File: src/rtl/uart_rx_deserializer.sv
// UART receive deserialiser: synchronises the rx pin, finds the start bit on a
// 16x sample tick, samples data/parity/stop at mid-bit and writes good bytes to the RX FIFO.
module uart_rx_deserializer #(
   parameter int OVERSAMPLE = 16,
   parameter int DATA_WIDTH = 8
) (
   input  logic                  clk,
   input  logic                  rst,
   input  logic                  p_SampleTick_i,
   input  logic                  SerialData_i,
   input  logic                  p_BigEnd_i,
   input  logic                  p_ParityEn_i,
   input  logic                  p_ParityOdd_i,
   input  logic                  p_FifoFull_i,
   output logic                  n_FifoWe_o,
   output logic [DATA_WIDTH-1:0] FifoData_o,
   output logic                  p_ParityErr_o,
   output logic                  p_FrameErr_o,
   output logic                  p_Overrun_o,
   output logic [4:0]            State_o
);

   localparam int CW = $clog2(OVERSAMPLE);
   localparam int BW = (DATA_WIDTH > 1) ? $clog2(DATA_WIDTH) : 1;
   localparam logic [CW-1:0] CNT_MID  = CW'(OVERSAMPLE/2 - 1);
   localparam logic [CW-1:0] CNT_LAST = CW'(OVERSAMPLE - 1);
   localparam logic [BW-1:0] BIT_LAST = BW'(DATA_WIDTH - 1);

   typedef enum logic [4:0] {
      IDLE      = 5'b00001,
      STARTBIT  = 5'b00010,
      DATABITS  = 5'b00100,
      PARITYBIT = 5'b01000,
      STOPBIT   = 5'b10000
   } state_t;

   state_t                r_State;
   logic [1:0]            r_Sync;
   logic [CW-1:0]         r_Cnt;
   logic [BW-1:0]         r_BitCnt;
   logic [DATA_WIDTH-1:0] r_Shift;
   logic                  r_BigEnd;
   logic                  r_ParEn;
   logic                  r_ParOdd;
   logic                  r_ParMis;
   logic                  r_BreakWait;

   logic                  w_RxS;
   logic [BW-1:0]         w_Idx;
   logic                  w_ParExp;

   assign w_RxS    = r_Sync[1];
   assign w_Idx    = r_BigEnd ? (BIT_LAST - r_BitCnt) : r_BitCnt;
   assign w_ParExp = (^r_Shift) ^ r_ParOdd;
   assign State_o  = r_State;

   // Idle-high synchroniser so reset never looks like a start bit
   always_ff @(posedge clk or negedge rst) begin
      if (!rst) begin
         r_Sync <= 2'b11;
      end else begin
         r_Sync <= {r_Sync[0], SerialData_i};
      end
   end

   always_ff @(posedge clk or negedge rst) begin
      if (!rst) begin
         r_State       <= IDLE;
         r_Cnt         <= '0;
         r_BitCnt      <= '0;
         r_Shift       <= '0;
         r_BigEnd      <= 1'b0;
         r_ParEn       <= 1'b0;
         r_ParOdd      <= 1'b0;
         r_ParMis      <= 1'b0;
         r_BreakWait   <= 1'b0;
         n_FifoWe_o    <= 1'b1;
         FifoData_o    <= '0;
         p_ParityErr_o <= 1'b0;
         p_FrameErr_o  <= 1'b0;
         p_Overrun_o   <= 1'b0;
      end else begin
         n_FifoWe_o    <= 1'b1;
         p_ParityErr_o <= 1'b0;
         p_FrameErr_o  <= 1'b0;
         p_Overrun_o   <= 1'b0;
         if (p_SampleTick_i) begin
            case (r_State)
               IDLE: begin
                  // After a framing error, wait for the line to return high before re-arming
                  if (r_BreakWait) begin
                     if (w_RxS) r_BreakWait <= 1'b0;
                  end else if (!w_RxS) begin
                     r_State <= STARTBIT;
                     r_Cnt   <= '0;
                  end
               end
               STARTBIT: begin
                  if (r_Cnt == CNT_MID) begin
                     r_Cnt <= '0;
                     if (!w_RxS) begin
                        r_State  <= DATABITS;
                        r_BitCnt <= '0;
                        r_Shift  <= '0;
                        r_ParMis <= 1'b0;
                        r_BigEnd <= p_BigEnd_i;
                        r_ParEn  <= p_ParityEn_i;
                        r_ParOdd <= p_ParityOdd_i;
                     end else begin
                        r_State <= IDLE;
                     end
                  end else begin
                     r_Cnt <= r_Cnt + 1'b1;
                  end
               end
               DATABITS: begin
                  if (r_Cnt == CNT_LAST) begin
                     r_Cnt          <= '0;
                     r_Shift[w_Idx] <= w_RxS;
                     r_BitCnt       <= r_BitCnt + 1'b1;
                     if (r_BitCnt == BIT_LAST) begin
                        r_State <= r_ParEn ? PARITYBIT : STOPBIT;
                     end
                  end else begin
                     r_Cnt <= r_Cnt + 1'b1;
                  end
               end
               PARITYBIT: begin
                  if (r_Cnt == CNT_LAST) begin
                     r_Cnt    <= '0;
                     r_ParMis <= (w_RxS != w_ParExp);
                     r_State  <= STOPBIT;
                  end else begin
                     r_Cnt <= r_Cnt + 1'b1;
                  end
               end
               STOPBIT: begin
                  // Back to IDLE on the stop sample itself so the next start edge is not missed
                  if (r_Cnt == CNT_LAST) begin
                     r_Cnt   <= '0;
                     r_State <= IDLE;
                     if (!w_RxS) begin
                        p_FrameErr_o <= 1'b1;
                        r_BreakWait  <= 1'b1;
                     end else if (p_FifoFull_i) begin
                        p_Overrun_o   <= 1'b1;
                        p_ParityErr_o <= r_ParMis;
                     end else begin
                        n_FifoWe_o    <= 1'b0;
                        FifoData_o    <= r_Shift;
                        p_ParityErr_o <= r_ParMis;
                     end
                  end else begin
                     r_Cnt <= r_Cnt + 1'b1;
                  end
               end
               default: r_State <= IDLE;
            endcase
         end
      end
   end

endmodule

File: config.mk
export PLATFORM = sky130hd
export DESIGN_NAME = uart_rx_deserializer
export DESIGN_NICKNAME = d
export VERILOG_FILES = /design/src/rtl/uart_rx_deserializer.sv
export SDC_FILE = /design/constraint.sdc
export NUM_CORES = 1
export LEC_CHECK = 0
export CAP_MARGIN = 5
export CELL_PAD_IN_SITES_DETAIL_PLACEMENT = 2
export CELL_PAD_IN_SITES_GLOBAL_PLACEMENT = 2
export CORE_MARGIN = 3
export CORE_UTILIZATION = 35
export CTS_CLUSTER_SIZE = 28
export DETAILED_ROUTE_END_ITERATION = 10
export GPL_ROUTABILITY_DRIVEN = 0
export HOLD_SLACK_MARGIN = 0.02
export PLACE_DENSITY = 0.82
export REMOVE_ABC_BUFFERS = 1
export SYNTH_ARGS = -nofsm -noshare
export SYNTH_HDL_FRONTEND = slang
export SYNTH_SLANG_ARGS = --single-unit
File: constraint.sdc
create_clock -name clk -period 6.1 [get_ports clk]
set_input_delay 0.61 -clock clk [delete_from_list [all_inputs] [get_ports clk]]
set_output_delay 0.61 -clock clk [all_outputs]
set_load 0.01 [all_outputs]
==> qor.yml, run 1 <==
status: "completed"
finalCriticalPeriod_ns: 2.489
drv_slew: 0
placedCellCount: 293
grt_pass1_wl_mm: 9.204
dpl.hpwl_mm: 3.999
drtAntennaViolNets: 0
reg2reg_depth: 5
hold_viol_final: 0
synthCells: 205
ys_seq_area_share_pct: 48.07
drc: 0
grt.total_usage_pct: 18.21
seqCellArea_sq_um: 980.9
ys_warn_count: 0
synth-edff-count: 0
synth.avg_cell_area_sq_um: 9.955
ys_ff_latch: 39
portBuffers: 24
die_w_um: 82.36
cts_tree: "done"
whs_path_depth: 0
cp-end-kind: "flop"
antenna_cells: 0
avgViaCountPerCell: 5.482
rsz0062_at_grt: "false"
hold_end: "r_Sync[1]$_DFF_PN1_"
rows: 27
hp-start: "r_Sync[0]$_DFF_PN1_"
final_nets: 239
netlist_top_cells_area: "dfrtp_1 43%, mux2_2 6.6%, dfstp_2 5.2%"
cts.htree.levels: 2
wl_per_cell_um: 17.99
cts_resized: 0
drt-total-wl_mm: 5.416
post-cts-setup-buffers: 0
min_period_over_period_pct: 40.80
drt_iter0_markers: 69
antenna_found_initial: 0
worst_pin_slew_ns: 1.182
yosys.area.top_type: "dfrtp_1"
die_height_um: 82.36
grt_max_degree: 40
cp_data_arrival_time_ns: 2.72
max-cap-violations: 0
numCtsBuffers: 5
ff2ff_setup_slack_ns: 3.61
timing.rr.start: "State_o[1]$_DFFE_PN0P_"
die_area_sq_mm: 0.006783
firstDrtPassIters: 4
cts_max_path_buffers: 2
peakVddDrop_uv: 146.0
finalSetupTns_ns: 0
crit-reg2reg-capture: "r_Shift[5]$_DFFE_PN0P_"
cts.hold.buffers_added: 0
ys.flop_type: "dfrtp_1"
synth-async-reset-ratio_pct: 100.0
cp-start-kind: "flop"
cellPowerDensity_mw_per_mm2: 303.0
grt-ovfl-total: 0
max_freq_ghz: 0.4018
clkTransAtPathRegs_ns: 0.08
ios: 25
area_growth_pct: 19.56
cts_root_buf: "clkbuf_8"
multi_input_area_sq_um: 998.5
relSlewSlack_pct: 20.35
drive_gt1_share_pct: 15.28
synth_top_area_share_pct: 42.92
clkLatencyLatePin_ns: 0.30
required_ns: 6.33
synthDistinctLibCells: 39
grt_pass1_vias: 1784
path_class: "flop to flop"
whs_ns: 0.3521
fin_worst_skew_ns: 0.006731
start_util_pct: 36.61
min_path_type: "flop to flop"
synth_area_sq_mm: 0.002041
p_leak_nw: 1.100
cts.sinks: 39
finalSetupViolCount: 0
coreArea_sq_mm: 0.005574
fillers: 604
cp_max_fo: 11
vias: 1650
final_cell_count_no_fill: 301
==> power by group <==
group / internal [mW] / switching (mW)
Sequential: 0.280 / 0.0435
Combinational: 0.0951 / 0.104
Clock: 0.122 / 0.0946
Total: 0.497 / 0.242
==> worst max path at each step <==
stage,from,endpoint,slack (ns)
3_5_place_dp,p_SampleTick_i,FifoData_o[7]$_DFFE_PN0P_,3.33
3_3_place_gp,p_SampleTick_i,FifoData_o[2]$_DFFE_PN0P_,3.40
6_report,State_o[1]$_DFFE_PN0P_,r_Shift[5]$_DFFE_PN0P_,3.61
5_1_grt,State_o[1]$_DFFE_PN0P_,r_Shift[0]$_DFFE_PN0P_,3.35
4_1_cts,State_o[1]$_DFFE_PN0P_,r_Shift[0]$_DFFE_PN0P_,3.54
2_1_floorplan,State_o[2]$_DFFE_PN0P_,State_o[1]$_DFFE_PN0P_,3.99
==> cells by family (layout without fill, tap and decap cells) <==
group	Yosys count	count (layout)	share of synthesized area, %
AND/OR/NAND/NOR	79	79	18.70
AO/OA/AOI/OAI	42	42	13.61
flip-flops	39	39	48.07
multiplexers	17	17	10.06
buffers and inverters	14	38	3.004
XOR/XNOR	11	11	4.721
adder cells (fa/ha/maj)	3	3	1.840
==> worst max-delay path, stage by stage, from the launching register on <==
cell and delay [ns]:
dfrtp_1 0.48, nor2_1 0.25, nand3_1 0.46, nor3_1 0.95
nand2_1 0.14, nand2_1 0.13
==> layer usage <==
metal	wire length [um]	track usage, %	vias to the layer above
li1	-	-	768
met1	2478	25.50	852
met2	2695	28.69	24
met3	164	3.362	6
met4	79	5.150	0
met5	0	0	-
==> registers in the layout (all words and copies together), names as in the netlist <==
name	cells
r_ParOdd	1
r_BreakWait	1
r_Sync	2
r_BitCnt	3
r_ParEn	1
r_ParMis	1
p_Overrun_o	1
n_FifoWe_o	1
r_BigEnd	1
r_Cnt	4
State_o	5
FifoData_o	8
r_Shift	8
p_FrameErr_o	1
p_ParityErr_o	1
==> cell usage after synthesis (4+ instances only) <==
cell	instances
nand2b_1	7
dfstp_2	4
xnor2_1	9
o22ai_1	8
mux2_2	12
inv_1	6
nand2_1	25
nor2_1	20
nor4_1	4
dfrtp_1	35
clkbuf_1	6
o21ai_0	21
mux2_4	4
nand3_1	5
and3_1	4
==> metrics by stage <==
step	power [mW]	utilization, %	instance area [sq um]	worst slack [ns]
after floorplan	0.4521	-	2002	3.987
after global placement	0.5185	41.75	2327	3.404
after detailed placement	0.5270	41.75	2327	3.327
final	0.7392	43.77	2440	3.611
after CTS	0.7468	43.77	2440	3.542
after global routing	0.7842	43.77	2440	3.346
==> final cells by class <==
type | instances | share of cell area [%]
inverter | 6 | 0.9231
clock buffer | 5 | 2.821
sequential | 39 | 40.21
multi-input combinational | 152 | 40.92
timing repair buffer | 24 | 9.641
clock inverter | 3 | 1.795
tap | 72 | 3.692
==> cells in the final DEF (no fill, tap or decap), drive strengths merged, types with 2 or more instances in the layout <==
master,Yosys,final
o21ai,21,21
nor2,21,21
dfrtp,35,35
clkinv,0,2
nand2b,7,7
clkdlybuf4s50,0,23
xnor2,9,9
inv,6,6
nand3,5,5
o31ai,2,2
ha,3,3
nor4,5,5
clkbuf,6,5
mux2,16,16
xor2,2,2
and3,4,4
nor3,3,3
o211ai,2,2
or2,4,4
nand2,25,25
a21oi,2,2
o22ai,8,8
dfstp,4,4
a22o,2,2
No activity file was read; power rests on OpenSTA's default activity.
==> run 2, diff against run 1 <==
==> constraint.sdc (replaced) <==
create_clock -name clk -period 2.3 [get_ports clk]
set_input_delay 0.23 -clock clk [delete_from_list [all_inputs] [get_ports clk]]
set_output_delay 0.23 -clock clk [all_outputs]
set_load 0.01 [all_outputs]
==> qor.yml, run 2 (synthesized netlist as in run 1, its figures left out) <==
drtAntennaViolNets: 0
finalSetupTns_ns: 0
grt-ovfl-total: 0
ios: 25
worst_pin_slew_ns: 0.8522
drt-total-wl_mm: 5.496
start_util_pct: 36.61
drv_slew: 0
cellInternalPower_mw: 1.295
cts.sinks: 39
max_freq_ghz: 0.4528
min_path_type: "input port to async pin"
drt_iter0_markers: 64
numCtsBuffers: 5
area_growth_pct: 23.36
path_cells: "or3_1, or2_1, a22o_1, o2111ai_4, mux2_4"
rsz0062_at_grt: "false"
die_height_um: 82.36
antenna_cells: 0
cp-start-kind: "flop"
clkLatencyLatePin_ns: 0.29
cts_tree: "done"
dpl.hpwl_mm: 4.037
die_w_um: 82.36
cp_data_arrival_time_ns: 2.38
finalSetupViolCount: 0
finalCriticalPeriod_ns: 2.208
drc: 0
cts_max_path_buffers: 2
cts.hold.buffers_added: 0
cp_max_fo: 6
layout_common_cells: "35 x dfrtp_1, 25 x nand2_1, 23 x clkdlybuf4s50_1, 21 x o21ai_0, 20 x nor2_1"
final_common_cell: "dfrtp_1"
cts_root_buf: "clkbuf_8"
die_area_sq_mm: 0.006783
grt_pass1_wl_mm: 9.439
p_clk_share_pct: 23.6
combinationalPowerShare_pct: 35.2
cts.htree.levels: 2
avgViaCountPerCell: 5.378
final_nets: 251
grt_max_degree: 40
fin_worst_skew_ns: 0.007988
whs_ns: 0.04420
wl_per_cell_um: 17.62
min_period_over_period_pct: 96.01
drive_gt1_share_pct: 19.17
cts_resized: 0
power_switching_uw: 639.8
p_sw_share_pct: 33.07
hold_viol_final: 0
critPathMaxStageDelay_ns: 0.53
status: "completed"
required_ns: 2.48
portBuffers: 24
clkTransAtPathRegs_ns: 0.07
cellPowerDensity_mw_per_mm2: 768.5
firstDrtPassIters: 4
slowest_stage: "or3_1"
post-cts-setup-buffers: 0
rows: 27
crit_buf_inv: 0
max-cap-violations: 0
relSlewSlack_pct: 43.19
cp-end-kind: "flop"
grt_pass1_vias: 1839
peakVddDrop_uv: 347.3
coreArea_sq_mm: 0.005574
path_delay_family: "simple AND/OR/NAND/NOR gates"
vias: 1678
p_leak_nw: 1.151
path_class: "flop to flop"
pwr-share-seq_pct: 41.2
grt.total_usage_pct: 18.55
antenna_found_initial: 0
[run 2: area by class of cell]
type / count / area, sq um
clock buffers: 6 / 82.58
clock inverters: 1 / 5.005
fillers: 600 / 3057
inverters: 6 / 22.52
multi-input cells: 152 / 998.5
flip-flops and latches: 39 / 980.9
well taps: 72 / 90.09
repair buffers: 36 / 337.8
[run 2: path summary, 6_finish.rpt]
kind / startpoint / cells past startpoint / to / slack (ns)
max in group asynchronous: rst / 1 / r_Cnt[1]$_DFFE_PN0P_ / 1.71
min in group clk: SerialData_i / 1 / r_Sync[0]$_DFF_PN1_ / 0.35
setup reg to reg: State_o[3]$_DFFE_PN0P_ / 5 / State_o[2]$_DFFE_PN0P_ / 0.09
setup / recovery: State_o[3]$_DFFE_PN0P_ / 5 / State_o[2]$_DFFE_PN0P_ / 0.09
hold / removal: rst / 1 / FifoData_o[5]$_DFFE_PN0P_ / 0.04
hold reg to reg: r_Sync[0]$_DFF_PN1_ / 0 / r_Sync[1]$_DFF_PN1_ / 0.36
[run 2: routing by layer]
layer	vias to the layer above	track usage [%]	share of wire, %
met1	850	24.25	45
met3	5	3.905	3.1
li1	787	-	-
met5	-	0	0
met4	0	4.485	1.1
met2	36	31.25	51
[run 2: power by group through the flow]
stage	Sequential, mW	Clock, mW	Combinational [mW]
6_report	0.797	0.457	0.681
3_5_place_dp	0.810	0	0.682
2_1_floorplan	0.848	0	0.351
3_3_place_gp	0.800	0	0.655
5_1_grt	0.808	0.512	0.756
4_1_cts	0.798	0.485	0.687
[run 2: stage by stage]
stage          setup WS, ns  util, %  power, mW  area, sq um  std cells
2_1_floorplan        0.1868        -      1.199         2002        197
3_3_place_gp         0.2067    43.59      1.455         2430        305
3_5_place_dp         0.1312    43.59      1.491         2430        305
4_1_cts             0.09797    45.16      1.970         2517        312
5_1_grt             0.02950    45.16      2.076         2517        312
6_report            0.09168    45.16      1.935         2517        312
==> run 3, diff against run 2 <==
--- a/config.mk
+++ b/config.mk
@@ -8,7 +8,7 @@
 export CAP_MARGIN = 5
 export CELL_PAD_IN_SITES_DETAIL_PLACEMENT = 2
 export CELL_PAD_IN_SITES_GLOBAL_PLACEMENT = 2
-export CORE_MARGIN = 3
+export CORE_MARGIN = 2
 export CORE_UTILIZATION = 35
 export CTS_CLUSTER_SIZE = 28
 export DETAILED_ROUTE_END_ITERATION = 10
==> qor.yml, run 3 (synthesized netlist as in run 1, its figures left out) <==
min_period_over_period_pct: 93.69
critPathMaxStageDelay_ns: 0.50
antenna_cells: 0
cts_tree: "done"
finalSetupTns_ns: 0
post-cts-setup-buffers: 0
clkTransAtPathRegs_ns: 0.08
ios: 25
placedCellCount: 305
grt_pass1_wl_mm: 9.784
cp-start-kind: "flop"
grt.total_usage_pct: 20.02
path_delay_family: "simple AND/OR/NAND/NOR gates"
status: "completed"
ff2ff_setup_slack_ns: 0.15
drv_slew: 0
cts.htree.levels: 2
portBuffers: 24
cp_max_fo: 6
crit-reg2reg-capture: "State_o[1]$_DFFE_PN0P_"
die_height_um: 80.36
drc: 0
grt-ovfl-total: 0
die_area_sq_mm: 0.006458
final_nets: 251
path_class: "flop to flop"
finalCriticalPeriod_ns: 2.155
dpl.hpwl_mm: 3.907
fillers: 613
drtAntennaViolNets: 0
avgViaCountPerCell: 5.342
reg2reg_depth: 5
final_cell_count_no_fill: 313
wl_per_cell_um: 17.84
drive_gt1_share_pct: 19.09
drt_iter0_markers: 84
min_path_type: "input port to async pin"
hold_viol_final: 0
drt-total-wl_mm: 5.585
cts_max_path_buffers: 2
antenna_found_initial: 0
cts.sinks: 39
timing.final.ws_setup_ns: 0.1451
slowest_stage: "or3_1"
firstDrtPassIters: 4
rsz0062_at_grt: "false"
cp_data_arrival_time_ns: 2.34
grt_max_degree: 40
rows: 27
numCtsBuffers: 5
timing.rr.start: "State_o[3]$_DFFE_PN0P_"
peakVddDrop_uv: 304.4
final_common_cell: "dfrtp_1"
start_util_pct: 36.61
finalSetupViolCount: 0
layout_common_cells: "35 x dfrtp_1, 25 x nand2_1, 23 x clkdlybuf4s50_1, 21 x o21ai_0, 20 x nor2_1"
cts.hold.buffers_added: 0
path_cells: "or3_1, or2_1, a22o_1, o2111ai_4, mux2_4"
vias: 1672
max-cap-violations: 0
max_freq_ghz: 0.4641
cts_root_buf: "clkbuf_8"
post-place-ws_ns: 0.1286
crit_buf_inv: 0
worst_pin_slew_ns: 0.8900
relSlewSlack_pct: 40.67
cp-end-kind: "flop"
required_ns: 2.48
area_growth_pct: 23.67
coreArea_sq_mm: 0.005574
fin_worst_skew_ns: 0.004727
die_w_um: 80.36
cellPowerDensity_mw_per_mm2: 777.7
placed_cell_area_sq_mm: 0.002430
p_leak_nw: 1.146
clkLatencyLatePin_ns: 0.30
grt_pass1_vias: 1878
final_area_sq_mm: 0.002524
## run 3: worst max-delay path by stage
stage	slack, ns	end	depth (start not counted)	from
after CTS	0.13	State_o[1]$_DFFE_PN0P_	5	State_o[3]$_DFFE_PN0P_
after detailed placement	0.13	FifoData_o[6]$_DFFE_PN0P_	7	p_SampleTick_i
after floorplan	0.19	State_o[1]$_DFFE_PN0P_	5	State_o[2]$_DFFE_PN0P_
after global placement	0.20	State_o[2]$_DFFE_PN0P_	5	State_o[3]$_DFFE_PN0P_
final	0.15	State_o[1]$_DFFE_PN0P_	5	State_o[3]$_DFFE_PN0P_
after global routing	0.07	State_o[1]$_DFFE_PN0P_	5	State_o[3]$_DFFE_PN0P_
## run 3: what timing repair did
item	in CTS	in global routing
endpoints found under the hold margin	0	0
endpoints found under the setup margin	0	5
gates resized for setup	0	1
## run 3: layout make-up
type | count | area (sq um) | share of cell area (%)
multi-input combinational | 152 | 1007 | 39.91
sequential | 39 | 980.9 | 38.87
timing repair buffer | 36 | 337.8 | 13.39
tap | 72 | 90.09 | 3.570
clock buffer | 6 | 72.57 | 2.876
inverter | 6 | 22.52 | 0.8924
clock inverter | 2 | 12.51 | 0.4958
## run 3: metrics by stage
stage	hold WS, ns	total power [mW]	utilization (%)
after floorplan	-0.06559	1.199	-
after global placement	0.3452	1.457	43.59
after detailed placement	0.3481	1.501	43.59
after CTS	0.09415	1.990	45.12
after global routing	0.1089	2.088	45.28
final	0.05288	1.963	45.28
## run 3: per-layer routing
layer / wire length (um) / track usage (%)
met3: 112 / 4.157
met2: 2747 / 32.33
met4: 73 / 5.932
met1: 2652 / 27.05
met5: 0 / 0
## run 3: worst reg2reg max path: stages (launching register included)
cell	delay, ns
dfrtp_1	0.38
or3_1	0.50
or2_1	0.34
a22o_1	0.31
o2111ai_4	0.17
mux2_4	0.34
## run 3: where the power goes
group / internal [mW] / switching, mW
Combinational: 0.316 / 0.386
Sequential: 0.745 / 0.0490
Clock: 0.212 / 0.255
Total: 1.27 / 0.690
